==> src/rtl/shift_pkg.sv <==
// Shared definitions for the shift_pipe barrel shifter.
//   shift_op_e    : 3-bit operation code. Codes 5..7 are reserved.
//   f_reg_after   : level index that pipeline register k follows.
//   f_stage_at    : inverse lookup. Returns the register number after a level,
//                   or 0 when that level is not followed by a register.
//   f_is_reserved : true for the unused operation codes.
package shift_pkg;

    typedef enum logic [2:0] {
        OP_SLL = 3'd0,
        OP_SRL = 3'd1,
        OP_SRA = 3'd2,
        OP_ROL = 3'd3,
        OP_ROR = 3'd4
    } shift_op_e;

    // ceil(k*levels/p) - 1, in integer arithmetic.
    function automatic int f_reg_after(input int k, input int levels, input int p);
        return (k * levels + p - 1) / p - 1;
    endfunction

    // Registers land on distinct levels whenever p <= levels,
    // so the first match is the only match.
    function automatic int f_stage_at(input int lvl, input int levels, input int p);
        for (int k = 1; k <= p; k++) begin
            if (f_reg_after(k, levels, p) == lvl) return k;
        end
        return 0;
    endfunction

    function automatic logic f_is_reserved(input logic [2:0] op);
        return op > 3'd4;
    endfunction

endpackage

==> src/rtl/shift_level.sv <==
// One combinational level of the log shifter. It shifts or rotates by DIST
// when en_i is set, and otherwise passes the data through unchanged.
//   data_i : partial result from the previous level
//   op_i   : operation selecting the fill rule
//   sign_i : sign bit captured from the original operand (SRA fill)
//   en_i   : amount bit for this level
//   data_o : partial result for the next level
module shift_level
    import shift_pkg::*;
#(
    parameter int WIDTH = 32,
    parameter int DIST  = 1
) (
    input  logic [WIDTH-1:0] data_i,
    input  shift_op_e        op_i,
    input  logic             sign_i,
    input  logic             en_i,
    output logic [WIDTH-1:0] data_o
);

    always_comb begin
        // NOTE: default assignment first so every path drives data_o; no latch.
        data_o = data_i;
        if (en_i) begin
            case (op_i)
                OP_SLL:  data_o = data_i << DIST;
                OP_SRL:  data_o = data_i >> DIST;
                OP_SRA:  data_o = {{DIST{sign_i}}, data_i[WIDTH-1:DIST]};
                OP_ROL:  data_o = {data_i[WIDTH-1-DIST:0], data_i[WIDTH-1:WIDTH-DIST]};
                OP_ROR:  data_o = {data_i[DIST-1:0], data_i[WIDTH-1:DIST]};
                default: data_o = '0;
            endcase
        end
    end

endmodule

==> src/rtl/shift_pipe.sv <==
// Parametrised, optionally pipelined barrel shifter with a valid/ready
// handshake and flush.
//   i_clk, i_rst_n   : clock, asynchronous active-low reset
//   i_flush          : kill all in-flight operations and the one at the input
//   i_valid/o_ready  : upstream handshake
//   i_op, i_data, i_amt, i_tag : operation, operand, amount, sideband tag
//   o_valid/i_ready  : downstream handshake
//   o_data, o_tag    : result and its tag
module shift_pipe
    import shift_pkg::*;
#(
    parameter int WIDTH       = 32,
    parameter int PIPE_STAGES = 1,
    parameter int TAG_W       = 5
) (
    input  logic                     i_clk,
    input  logic                     i_rst_n,
    input  logic                     i_flush,
    input  logic                     i_valid,
    output logic                     o_ready,
    input  logic [2:0]               i_op,
    input  logic [WIDTH-1:0]         i_data,
    input  logic [$clog2(WIDTH)-1:0] i_amt,
    input  logic [TAG_W-1:0]         i_tag,
    output logic                     o_valid,
    input  logic                     i_ready,
    output logic [WIDTH-1:0]         o_data,
    output logic [TAG_W-1:0]         o_tag
);

    localparam int AMT_W  = $clog2(WIDTH);
    localparam int LEVELS = AMT_W;
    localparam int NREG   = (PIPE_STAGES == 0) ? 1 : PIPE_STAGES;

    typedef struct packed {
        logic             valid;
        logic [2:0]       op;
        logic [AMT_W-1:0] amt;
        logic             sign;
        logic [WIDTH-1:0] data;
        logic [TAG_W-1:0] tag;
    } stage_t;

    function automatic stage_t f_with_data(input stage_t s, input logic [WIDTH-1:0] d);
        stage_t r;
        r      = s;
        r.data = d;
        return r;
    endfunction

    stage_t           lvl_in  [LEVELS+1];  // lvl_in[j] feeds level j, lvl_in[LEVELS] is the output
    stage_t           lvl_out [LEVELS];
    logic [WIDTH-1:0] lvl_dat [LEVELS];
    stage_t           stg_q   [NREG];

    // Reserved ops zero the operand at entry. Every level then only moves
    // zeros around, so the result is 0 for any amount.
    assign lvl_in[0] = '{
        valid: i_valid,
        op:    i_op,
        amt:   i_amt,
        sign:  i_data[WIDTH-1],
        data:  f_is_reserved(i_op) ? {WIDTH{1'b0}} : i_data,
        tag:   i_tag
    };

    for (genvar j = 0; j < LEVELS; j++) begin : g_lvl
        localparam int STG = f_stage_at(j, LEVELS, PIPE_STAGES);

        shift_level #(
            .WIDTH (WIDTH),
            .DIST  (1 << j)
        ) u_level (
            .data_i (lvl_in[j].data),
            .op_i   (shift_op_e'(lvl_in[j].op)),
            .sign_i (lvl_in[j].sign),
            .en_i   (lvl_in[j].amt[j]),
            .data_o (lvl_dat[j])
        );

        assign lvl_out[j] = f_with_data(lvl_in[j], lvl_dat[j]);

        if (STG != 0) begin : g_reg
            assign lvl_in[j+1] = stg_q[STG-1];
        end else begin : g_wire
            assign lvl_in[j+1] = lvl_out[j];
        end
    end

    if (PIPE_STAGES == 0) begin : g_comb
        assign stg_q[0] = '0;
        assign o_ready  = i_ready;
        assign o_valid  = i_valid && !i_flush;
    end else begin : g_pipe
        logic [PIPE_STAGES-1:0] rdy;

        // A stage accepts when it is empty or its occupant moves on this
        // cycle. The chain runs from i_ready back to o_ready, so bubbles collapse.
        always_comb begin
            logic nxt;
            nxt = i_ready;
            for (int s = PIPE_STAGES - 1; s >= 0; s--) begin
                nxt    = !stg_q[s].valid || nxt;
                rdy[s] = nxt;
            end
        end

        always_ff @(posedge i_clk or negedge i_rst_n) begin
            if (!i_rst_n) begin
                // NOTE: the payload is reset as well as valid, because o_data and o_tag must read zero in reset.
                for (int s = 0; s < PIPE_STAGES; s++) stg_q[s] <= '0;
            end else begin
                // NOTE: non-blocking assignments, so each stage samples its neighbour's pre-edge value.
                for (int s = 0; s < PIPE_STAGES; s++) begin
                    if (i_flush) begin
                        stg_q[s].valid <= 1'b0;
                    end else if (rdy[s]) begin
                        stg_q[s] <= lvl_out[f_reg_after(s + 1, LEVELS, PIPE_STAGES)];
                    end
                end
            end
        end

        assign o_ready = rdy[0];
        assign o_valid = lvl_in[LEVELS].valid;
    end

    // With registers, the last one sits after the final level, so lvl_in[LEVELS] is that register.
    assign o_data = lvl_in[LEVELS].data;
    assign o_tag  = lvl_in[LEVELS].tag;

endmodule

==> config.mk <==
export PLATFORM = sky130hd
export DESIGN_NAME = shift_pipe
export DESIGN_NICKNAME = d
export VERILOG_FILES = /design/src/rtl/shift_pkg.sv /design/src/rtl/shift_level.sv /design/src/rtl/shift_pipe.sv
export SDC_FILE = /design/constraint.sdc
export NUM_CORES = 1
export LEC_CHECK = 0
export CORE_UTILIZATION = 45
export CTS_CLUSTER_SIZE = 10
export DETAILED_ROUTE_END_ITERATION = 10
export GPL_ROUTABILITY_DRIVEN = 0
export HOLD_SLACK_MARGIN = 0.06
export PLACE_DENSITY = 0.75
export SYNTH_ARGS = -nofsm -noshare
export SYNTH_HDL_FRONTEND = slang
export SYNTH_SLANG_ARGS = --single-unit
==> constraint.sdc <==
create_clock -name i_clk -period 2.7 [get_ports i_clk]
set_input_delay 0.405 -clock i_clk [delete_from_list [all_inputs] [get_ports i_clk]]
set_output_delay 0.405 -clock i_clk [all_outputs]
set_load 0.005 [all_outputs]
==> impl_metrics.yaml, run 1 <==
outcome:
  status: "did not finish"
  haltStage: "5_1_grt"
  firstError: "[ERROR GRT-0232] Routing congestion too high. Check the congestion heatmap in the GUI."
logic_synthesis:
  synth_nets: 864
  syn_avg_cell_area_um2: 7.22
  synth-main-ff-cell: "dfrtp_1"
  synth_edf_count: 0
  synthArstFlopShare: 1.00
  synth.distinct_cells: 87
  syn_area_um2: 5880
  netlist_instances: 814
  seq_area_frac_synth: 0.162
  ys_ff_latch: 38
  yosysWarnings: 0
placed_design:
  postPlaceCellArea_um2: 8690
  place.port_buffers: 88
  dp_cells: 1267
  dp_hpwl_um: 21400
clocking:
  cts_max_path_buffers: 2
  cts_buffers: 5
  h-tree-depth: 2
  clock-sinks: 38
  cts-root-buf: "clkbuf_16"
global_routing:
  track_usage: 0.653
  gr-total-overflow: 6
  grt_max_degree: 40
floorplanning:
  row_count: 41
  start_util: 0.464
  die_w_um: 116
  die-height_um: 116
  ios: 89
sta:
  crit_endpoint: "o_data[16]$_DFFE_PN0P_/D"
  worst_endpoint_kind: "sequential cell input"
per-layer routing:
layer | track usage | overflow
met2 | 0.809 | 3
met4 | 0.605 | 3
met3 | 0.512 | 0
met1 | 0.673 | 0
met5 | 0.163 | 0
cells in the mapped netlist (12+ instances only):
cell      count  area (um^2)
nand3_1      19         95.1
o211ai_1     20          150
a21oi_1      40          200
o221ai_1     21          184
o21ai_0      59          295
nand4_1      12         75.1
buf_2        18         90.1
nand2b_1     13         81.3
clkbuf_1     38          143
nand2_1      97          364
nor3_1       16         80.1
mux2_2       13          146
a22oi_1      22          165
nor3b_1      16          120
nor2b_1      21          131
dfrtp_1      38          951
o22ai_1      20          125
nor2_1       76          285
mux2i_1      25          250
nor4_1       12         75.1
per-stage QoR:
stage | util | setup TNS (ns) | worst slack [ns] | hold slack (ns)
after floorplan | - | 0 | 0.0664 | 0.109
after global placement | 0.685 | -20.36 | -0.777 | 0.451
after detailed placement | 0.685 | -21.71 | -0.821 | 0.455
after CTS | 0.739 | 0 | 0.00150 | 0.251
cells by family after synthesis:
kind of cell           Yosys count  share of synthesized area
AO/OA/AOI/OAI                  320                      0.399
XOR/XNOR                         4                     0.0124
buffers and inverters           78                     0.0628
flip-flops                      38                      0.162
multiplexers                    38                     0.0675
AND/OR/NAND/NOR                336                      0.297
repair_timing:
action,CTS
gates cloned,2
pin swaps,33
gates resized for setup,89
setup buffers,14
hold buffers,0
endpoints found under the setup margin,32
==> run 2: changes to the inputs <==
Settings changed: CORE_UTILIZATION 45 to 30, CTS_CLUSTER_SIZE 10 to not set, HOLD_SLACK_MARGIN 0.06 to not set, PLACE_DENSITY 0.75 to not set, PLACE_DENSITY_LB_ADDON set to 0.15.
==> impl_metrics.yaml, run 2 <==
outcome:
  status: "finished clean"
worst_setup_path:
  rr_startpoint: "o_valid$_DFFE_PN0P_"
  cp.required_ns: 2.87
  r2r_slack_ns: 0.68
  setup.worst_path.end_class: "flip-flop"
  reg2reg_to: "o_data[7]$_DFFE_PN0P_"
  critPathMaxFanout: 5
  start_kind: "input pin"
  r2r_cells: 6
  crit_type: "input pin to flip-flop"
  cp_data_arrival_time_ns: 2.86
placed_design:
  postPlaceCellArea_um2: 8930
  dp_hpwl_um: 24200
  dp_cells: 1374
  place.port_buffers: 88
clocking:
  h-tree-depth: 2
  cts_buffers: 5
  cts_hold_buf: 0
  clkTransAtPathRegs_ns: 0.06
  cts_max_path_buffers: 2
  cts-root-buf: "clkbuf_16"
  cts_tree: "built"
  insertion_delay_ns: 0.28
  clock-sinks: 38
sta:
  worst_slew_pin_slew_ns: 1.06
  tns_ns: 0
  maxSlewViolCount: 0
  setup_viol: 0
  clock_skew_ns: 0.00486
  post-route-period-util: 0.998
  period_needed_ns: 2.69
  finalHoldViolations: 0
  fmax_mhz: 371
  rsz0062_at_grt: "true"
  timing.slew.headroom: 0.292
logic_synthesis:
  synthTopCellsByCount: "97 x nand2_1, 76 x nor2_1, 59 x o21ai_0"
  synthArstFlopShare: 1.00
  synth_area_leaders: "dfrtp_1 16%, nand2_1 6.2%, o21ai_0 5.0%, nor2_1 4.9%, mux2i_1 4.3%"
  yosysTopAreaCellShare: 0.162
  yosysWarnings: 0
  synth_edf_count: 0
  syn_avg_cell_area_um2: 7.22
  synth.most_common_cell: "nand2_1"
  synth.distinct_cells: 87
  netlist_instances: 814
  synth-main-ff-cell: "dfrtp_1"
  seq_area_frac_synth: 0.162
  syn_area_um2: 5880
  synth_nets: 864
  synth_top_area_cell: "dfrtp_1"
  ys_ff_latch: 38
finish:
  final_net_count: 1193
  final_common_cell: "buf_4"
  final_cells: 1403
  seq_area_um2: 951
  finish.instance_area_um2: 10100
  antenna_cells: 0
  largest_reg_flops: 32
  area.growth.synth_to_final_pct: 71.6
  drive_gt1_frac: 0.402
  multi_input_area_um2: 5180
  nFillCells: 1793
  final_util: 0.532
  most-common-layout-cells: "276 x buf_4, 94 x nand2_1, 73 x nor2_1, 58 x clkdlybuf4s50_1, 45 x o21ai_0"
pwr:
  ir_worst_vdd_mv: 0.218
  p_seq_frac: 0.203
  clockPowerShare: 0.203
  power_switching_w: 0.00131
  p_sw_frac: 0.382
  cellPowerDensity_nw_per_um2: 339
  p_int_w: 0.00211
  p_leak_nw: 4.29
  p_comb_frac: 0.594
  power_w: 0.00342
floorplanning:
  die_w_um: 142
  ios: 89
  die-height_um: 142
  dieArea_um2: 20200
  start_util: 0.310
  row_count: 50
  core_area_um2: 19000
route:
  wl_um: 31100
  ant_nets: 0
  vias: 8507
  drt-pass1-iter-count: 6
  drc_errors: 0
  drt_iter0_drc: 1028
  route.detailed.wl_per_inst_um: 22.2
  vias_per_cell: 6.06
global_routing:
  grt_pass1_vias: 8149
  grt_pass1_wl_um: 46800
  grt_max_degree: 39
  gr-total-overflow: 0
  track_usage: 0.302
  antenna_found_initial: 0
run:
  cap_viol_max_count: 0
hold_path:
  worstHoldPathType: "input pin to async pin"
run 2: area by class of cell:
type | instances | share of cell area
timing repair inverter | 1 | 0.000745
timing repair buffer | 389 | 0.338
clock buffer | 6 | 0.0138
tap | 260 | 0.0323
inverter | 10 | 0.00410
sequential | 38 | 0.0943
clock inverter | 1 | 0.00298
multi-input combinational | 698 | 0.514
run 2: worst max-delay path by stage:
stage	cells after the start	startpoint	to
floorplan	12	i_op[0]	o_data[10]$_DFFE_PN0P_
global placement	13	i_op[1]	o_data[3]$_DFFE_PN0P_
detailed placement	11	i_op[1]	o_data[16]$_DFFE_PN0P_
CTS	11	i_data[3]	o_data[16]$_DFFE_PN0P_
global route	10	i_data[24]	o_data[21]$_DFFE_PN0P_
finish	10	i_data[22]	o_data[21]$_DFFE_PN0P_
run 2: logic make-up (layout without fill, tap and decap cells):
family,Yosys count,in the layout,synth area share
AOI/OAI and AO/OA,320,320,0.399
and+or+nand+nor,336,336,0.297
muxes,38,38,0.0675
xor gates and xnor gates,4,4,0.0124
buffers and inverters,78,407,0.0628
DFF,38,38,0.162
run 2: per-layer routing:
| layer | track usage | vias to the layer above | part of all wire |
|---|---|---|---|
| li1 | - | 3839 | - |
| met3 | 0.0485 | 89 | 0.095 |
| met4 | 0.0883 | 0 | 0.036 |
| met1 | 0.412 | 4092 | 0.42 |
| met5 | 0 | - | 0 |
| met2 | 0.489 | 487 | 0.45 |
run 2: stage by stage:
step | setup slack, ns | hold slack (ns)
2_1_floorplan | 0.0664 | 0.109
3_3_place_gp | -0.849 | 0.452
3_5_place_dp | -0.858 | 0.456
4_1_cts | -0.00496 | 0.276
5_1_grt | -0.0148 | 0.316
6_report | 0.00595 | 0.225
run 2: repair_timing:
| item | in CTS | in global routing |
|---|---|---|
| endpoints found under the setup margin | 32 | 32 |
| gates resized for setup | 99 | 103 |
| setup buffers | 14 | 7 |
| endpoints found under the hold margin | 0 | 0 |
| pin swaps | 42 | 34 |
| cloned | 0 | 4 |
run 2: critical path: stages:
cell	delay, ns
clkdlybuf4s50_1	0.45
mux2_2	0.31
a221oi_2	0.28
a21o_2	0.29
o221a_2	0.25
o221ai_2	0.16
buf_4	0.17
a221o_1	0.31
a22oi_1	0.17
nand2_1	0.07
run 2: power by group through the flow:
stage | Combinational, W | Clock [W] | Sequential, W
2_1_floorplan | 0.000798 | 0 | 0.000701
3_3_place_gp | 0.00175 | 0 | 0.000701
3_5_place_dp | 0.00175 | 0 | 0.000702
4_1_cts | 0.00189 | 0.000701 | 0.000694
5_1_grt | 0.00214 | 0.000728 | 0.000700
6_report | 0.00203 | 0.000693 | 0.000692
Power figures use the tool's default switching activity.
==> run 3: changes to the inputs <==
Settings changed: CORE_UTILIZATION 30 to 35, SKIP_CTS_REPAIR_TIMING set to 1.
Clock period 2.7 ns to 2.3 ns, I/O delays scaled along.
==> impl_metrics.yaml, run 3 (synthesis gave the netlist of run 2 again) <==
global_routing:
  track_usage: 0.336
  gr-total-overflow: 0
  grt_max_degree: 42
  grt_pass1_wl_um: 45700
  grt_pass1_vias: 8234
  antenna_found_initial: 0
clocking:
  cts_tree: "built"
  clock-sinks: 38
  clkTransAtPathRegs_ns: 0.06
  h-tree-depth: 2
  cts-root-buf: "clkbuf_16"
  insertion_delay_ns: 0.29
  cts_max_path_buffers: 2
  cts_buffers: 5
worst_setup_path:
  setup.worst_path.end_class: "flip-flop"
  cp_common_cell: "buf_4"
  crit_type: "input pin to flip-flop"
  critPathMaxStageDelay_ns: 0.31
  r2r_cells: 6
  crit_slowest_cell: "a221o_1"
  r2r_slack_ns: 0.28
  start_kind: "input pin"
  crit_cells: 13
  cp.required_ns: 2.47
  worstPathCellList: "buf_8 -> buf_12 -> buf_4 -> mux2_4 -> a221oi_4 -> a21o_1 -> buf_6 -> o221a_4 -> o221ai_4 -> buf_4 -> a221o_1 -> a22oi_1 -> nand2_1"
  critPathMaxFanout: 7
  cp_data_arrival_time_ns: 2.87
  cp.buffers_inverters: 5
  crit_family: "compound AO/OA/AOI/OAI gates"
pwr:
  p_leak_nw: 4.54
  cellPowerDensity_nw_per_um2: 395
  ir_worst_vdd_mv: 0.294
sta:
  worst_slew_pin_slew_ns: 1.12
  timing.slew.headroom: 0.247
  fmax_mhz: 371
  post-route-period-util: 1.17
  period_needed_ns: 2.70
  setup_viol: 32
  clock_skew_ns: 0.00395
  setup_slack_ns: -0.398
  maxSlewViolCount: 0
  finalHoldViolations: 0
  rsz0062_at_grt: "true"
finish:
  antenna_cells: 0
  final_common_cell: "buf_4"
  seq_area_um2: 951
  multi_input_area_um2: 5690
  area.growth.synth_to_final_pct: 84.1
  most-common-layout-cells: "277 x buf_4, 91 x nand2_1, 70 x nor2_1, 62 x clkdlybuf4s50_1, 38 x dfrtp_1"
  finish.instance_area_um2: 10800
  drive_gt1_frac: 0.468
  largest_reg_flops: 32
  nFillCells: 1301
  final_net_count: 1212
floorplanning:
  dieArea_um2: 17300
  die-height_um: 132
  ios: 89
  start_util: 0.357
  core_area_um2: 16500
  die_w_um: 132
  row_count: 47
route:
  drt-pass1-iter-count: 7
  drt_iter0_drc: 1355
  wl_um: 32700
  ant_nets: 0
  route.detailed.wl_per_inst_um: 23.7
  vias: 9245
  drc_errors: 0
  vias_per_cell: 6.68
outcome:
  status: "finished with violations"
  violations: "negative setup slack"
hold_path:
  worstHoldPathType: "input pin to async pin"
placed_design:
  dp_hpwl_um: 23900
  place.port_buffers: 88
  postPlaceCellArea_um2: 9140
  pre_cts_slack_ns: -1.18
run:
  cap_viol_max_count: 0
## run 3: changes by cell type in the layout (fill, tap and decap cells not counted), sizes merged
| cell | delta |
|---|---|
| dlymetal6s2s | +2 |
| dlygate4sd2 | -5 |
| buf | +19 |
| clkbuf | -1 |
| clkinvlp | +1 |
| clkdlybuf4s50 | +4 |
## run 3: final timing paths
| check | from | endpoint |
|---|---|---|
| max in group asynchronous | i_rst_n | o_data[23]$_DFFE_PN0P_ |
| worst max register to register | o_valid$_DFFE_PN0P_ | o_data[5]$_DFFE_PN0P_ |
| min in group i_clk | o_data[7]$_DFFE_PN0P_ | o_data[7]$_DFFE_PN0P_ |
| worst max-delay path | i_op[1] | o_data[5]$_DFFE_PN0P_ |
| worst min-delay path | i_rst_n | o_data[24]$_DFFE_PN0P_ |
| worst min register to register | o_data[7]$_DFFE_PN0P_ | o_data[7]$_DFFE_PN0P_ |
## run 3: area by class of cell
class                           count  area share
Tap cell                          220      0.0254
Clock buffer                        5      0.0116
Inverter                           10     0.00382
Multi-Input combinational cell    698       0.526
Clock inverter                      3     0.00416
Sequential cell                    38      0.0879
Timing Repair Buffer              409       0.341
## run 3: report_power, final
group / internal (W) / switching [W] / total (W)
combinational: 0.00131 / 0.00135 / 0.00266
clock: 0.000511 / 0.000291 / 0.000803
sequential: 0.000758 / 0.0000536 / 0.000811
## run 3: routing by layer
layer	track usage	share of wire	wire, um	vias up
met5	0	0	0	-
met3	0.0521	0.11	3700	211
met2	0.512	0.44	14500	773
met4	0.169	0.059	1920	0
met1	0.456	0.38	12600	4378
li1	-	-	-	3883
## run 3: per-stage QoR
| step | power [W] | setup TNS (ns) | cells | utilization | hold WS, ns |
|---|---|---|---|---|---|
| floorplan | 0.00183 | -2.11 | 814 | - | 0.0494 |
| global placement | 0.00292 | -31.93 | 1339 | 0.555 | 0.456 |
| detailed placement | 0.00295 | -33.95 | 1339 | 0.555 | 0.463 |
| CTS | 0.00376 | -24.57 | 1347 | 0.566 | 0.196 |
| global route | 0.00443 | -10.71 | 1383 | 0.657 | 0.249 |
| finish | 0.00427 | -8.78 | 1383 | 0.657 | 0.169 |
==> run 4: changes to the inputs <==
Settings changed: DONT_BUFFER_PORTS set to 1.
==> impl_metrics.yaml, run 4 (synthesis gave the netlist of run 2 again) <==
outcome:
  status: "finished with violations"
  violations: "negative setup slack"
sta:
  setup_slack_ns: -0.214
  fmax_mhz: 398
  timing.slew.headroom: 0.251
  post-route-period-util: 1.09
  setup_viol: 25
  rsz0062_at_grt: "true"
  worst_slew_pin_slew_ns: 1.12
  tns_ns: -1.93
  period_needed_ns: 2.51
  maxSlewViolCount: 0
  finalHoldViolations: 0
  clock_skew_ns: 0.00218
worst_setup_path:
  worstPathCellList: "xnor2_4 -> buf_4 -> buf_12 -> mux2_4 -> o211a_4 -> a22oi_1 -> nand2_1 -> a211oi_2 -> o221a_4 -> nor2_2 -> a221o_1"
  r2r_cells: 6
  crit_type: "input pin to flip-flop"
  critPathMaxFanout: 28
  crit_slowest_cell: "a211oi_2"
  critPathMaxStageDelay_ns: 0.43
  start_kind: "input pin"
  critical_path.startpoint: "i_op[1]"
  cp_data_arrival_time_ns: 2.68
  cp.required_ns: 2.46
  rr_startpoint: "o_valid$_DFFE_PN0P_"
  setup.worst_path.end_class: "flip-flop"
hold_path:
  hold_path_depth: 1
  worstHoldPathType: "input pin to flip-flop"
  holdCritStartpoint: "i_flush"
route:
  vias: 8028
  vias_per_cell: 6.76
  wl_um: 30100
  drt_iter0_drc: 1037
  drc_errors: 0
  drt-pass1-iter-count: 5
  ant_nets: 0
  route.detailed.wl_per_inst_um: 25.3
clocking:
  cts_tree: "built"
  cts-root-buf: "clkbuf_16"
  insertion_delay_ns: 0.28
  h-tree-depth: 2
  cts_max_path_buffers: 2
  clock-sinks: 38
  cts_buffers: 5
  clkTransAtPathRegs_ns: 0.06
global_routing:
  track_usage: 0.329
  antenna_found_initial: 0
  grt_pass1_wl_um: 44400
  gr-total-overflow: 0
  grt_pass1_vias: 7525
  grt_max_degree: 108
run:
  cap_viol_max_count: 0
finish:
  largest_reg_flops: 32
  antenna_cells: 0
  final_net_count: 1018
  final_util: 0.516
  final_common_cell: "buf_4"
  most-common-layout-cells: "197 x buf_4, 96 x nand2_1, 68 x nor2_1, 38 x dfrtp_1"
  drive_gt1_frac: 0.385
  area.growth.synth_to_final_pct: 44.6
floorplanning:
  die_w_um: 132
  die-height_um: 132
  dieArea_um2: 17300
  ios: 89
  core_area_um2: 16500
  row_count: 47
  start_util: 0.357
pwr:
  p_sw_frac: 0.384
  p_int_w: 0.00220
  power_w: 0.00357
  power_switching_w: 0.00137
  cellPowerDensity_nw_per_um2: 420
  ir_worst_vdd_mv: 0.310
  clockPowerShare: 0.223
  p_comb_frac: 0.541
  p_seq_frac: 0.235
  p_leak_nw: 3.34
placed_design:
  dp_hpwl_um: 22500
  place.port_buffers: 0
-- run 4: cell count changes in the layout (fill, tap and decap cells not counted), moves of 5 or more --
cell,delta
nor4_2,-5
buf_12,-9
buf_6,-16
nand2_2,-5
nor4_1,+6
clkdlybuf4s50_1,-62
nand2_1,+5
nor3b_1,+7
a211oi_1,+6
buf_4,-80
dlymetal6s2s_1,-21
nor3b_2,-5
-- run 4: area by class of cell --
| cell class | count | area [um^2] |
|---|---|---|
| Clock buffer | 6 | 139 |
| Clock inverter | 1 | 30.0 |
| Fill cell | 1544 | 7970 |
| Inverter | 10 | 37.5 |
| Multi-Input combinational cell | 699 | 5330 |
| Sequential cell | 38 | 951 |
| Tap cell | 220 | 275 |
| Timing Repair Buffer | 214 | 1730 |
-- run 4: worst paths after layout --
check / end / slack, ns
setup / recovery: o_data[10]$_DFFE_PN0P_ / -0.21
hold / removal: o_valid$_DFFE_PN0P_ / 0.12
setup reg to reg: o_data[7]$_DFFE_PN0P_ / 0.19
hold reg to reg: o_tag[1]$_DFFE_PN0P_ / 0.50
max in group asynchronous: o_data[25]$_DFFE_PN0P_ / 1.55
min in group asynchronous: o_tag[1]$_DFFE_PN0P_ / 0.55
-- run 4: routing by layer --
metal  global-route usage  vias up  routed length, um
met5                    0        -                  0
met4                0.162        0               1850
met3               0.0752      141               2950
met2                0.515      536              13300
met1                0.424     3852              12000
li1                     -     3499                  -
-- run 4: power by group through the flow --
| stage | clock [W] | combinational [W] | sequential (W) |
|---|---|---|---|
| after detailed placement | 0 | 0.00156 | 0.000852 |
| after floorplan | 0 | 0.00100 | 0.000822 |
| after global routing | 0.000846 | 0.00202 | 0.000847 |
| after CTS | 0.000809 | 0.00157 | 0.000841 |
| after global placement | 0 | 0.00155 | 0.000849 |
| final | 0.000797 | 0.00193 | 0.000839 |
-- run 4: critical path: cells and delay by family --
| family | cells | cell delay (ns) |
|---|---|---|
| buffers and inverters | 2 | 0.31 |
| AND/OR/NAND/NOR | 2 | 0.13 |
| AO/OA/AOI/OAI | 5 | 1.31 |
| multiplexers | 1 | 0.32 |
| XOR/XNOR | 1 | 0.23 |
-- run 4: stage by stage --
stage          hold slack [ns]  setup WS [ns]  cell area (um^2)  instances
2_1_floorplan           0.0494         -0.203              6110        814
3_3_place_gp            0.0501         -0.577              7430       1150
3_5_place_dp            0.0503         -0.568              7430       1150
4_1_cts                 -0.250         -0.280              7600       1157
5_1_grt                  0.111         -0.237              8500       1188
6_report                 0.121         -0.214              8500       1188
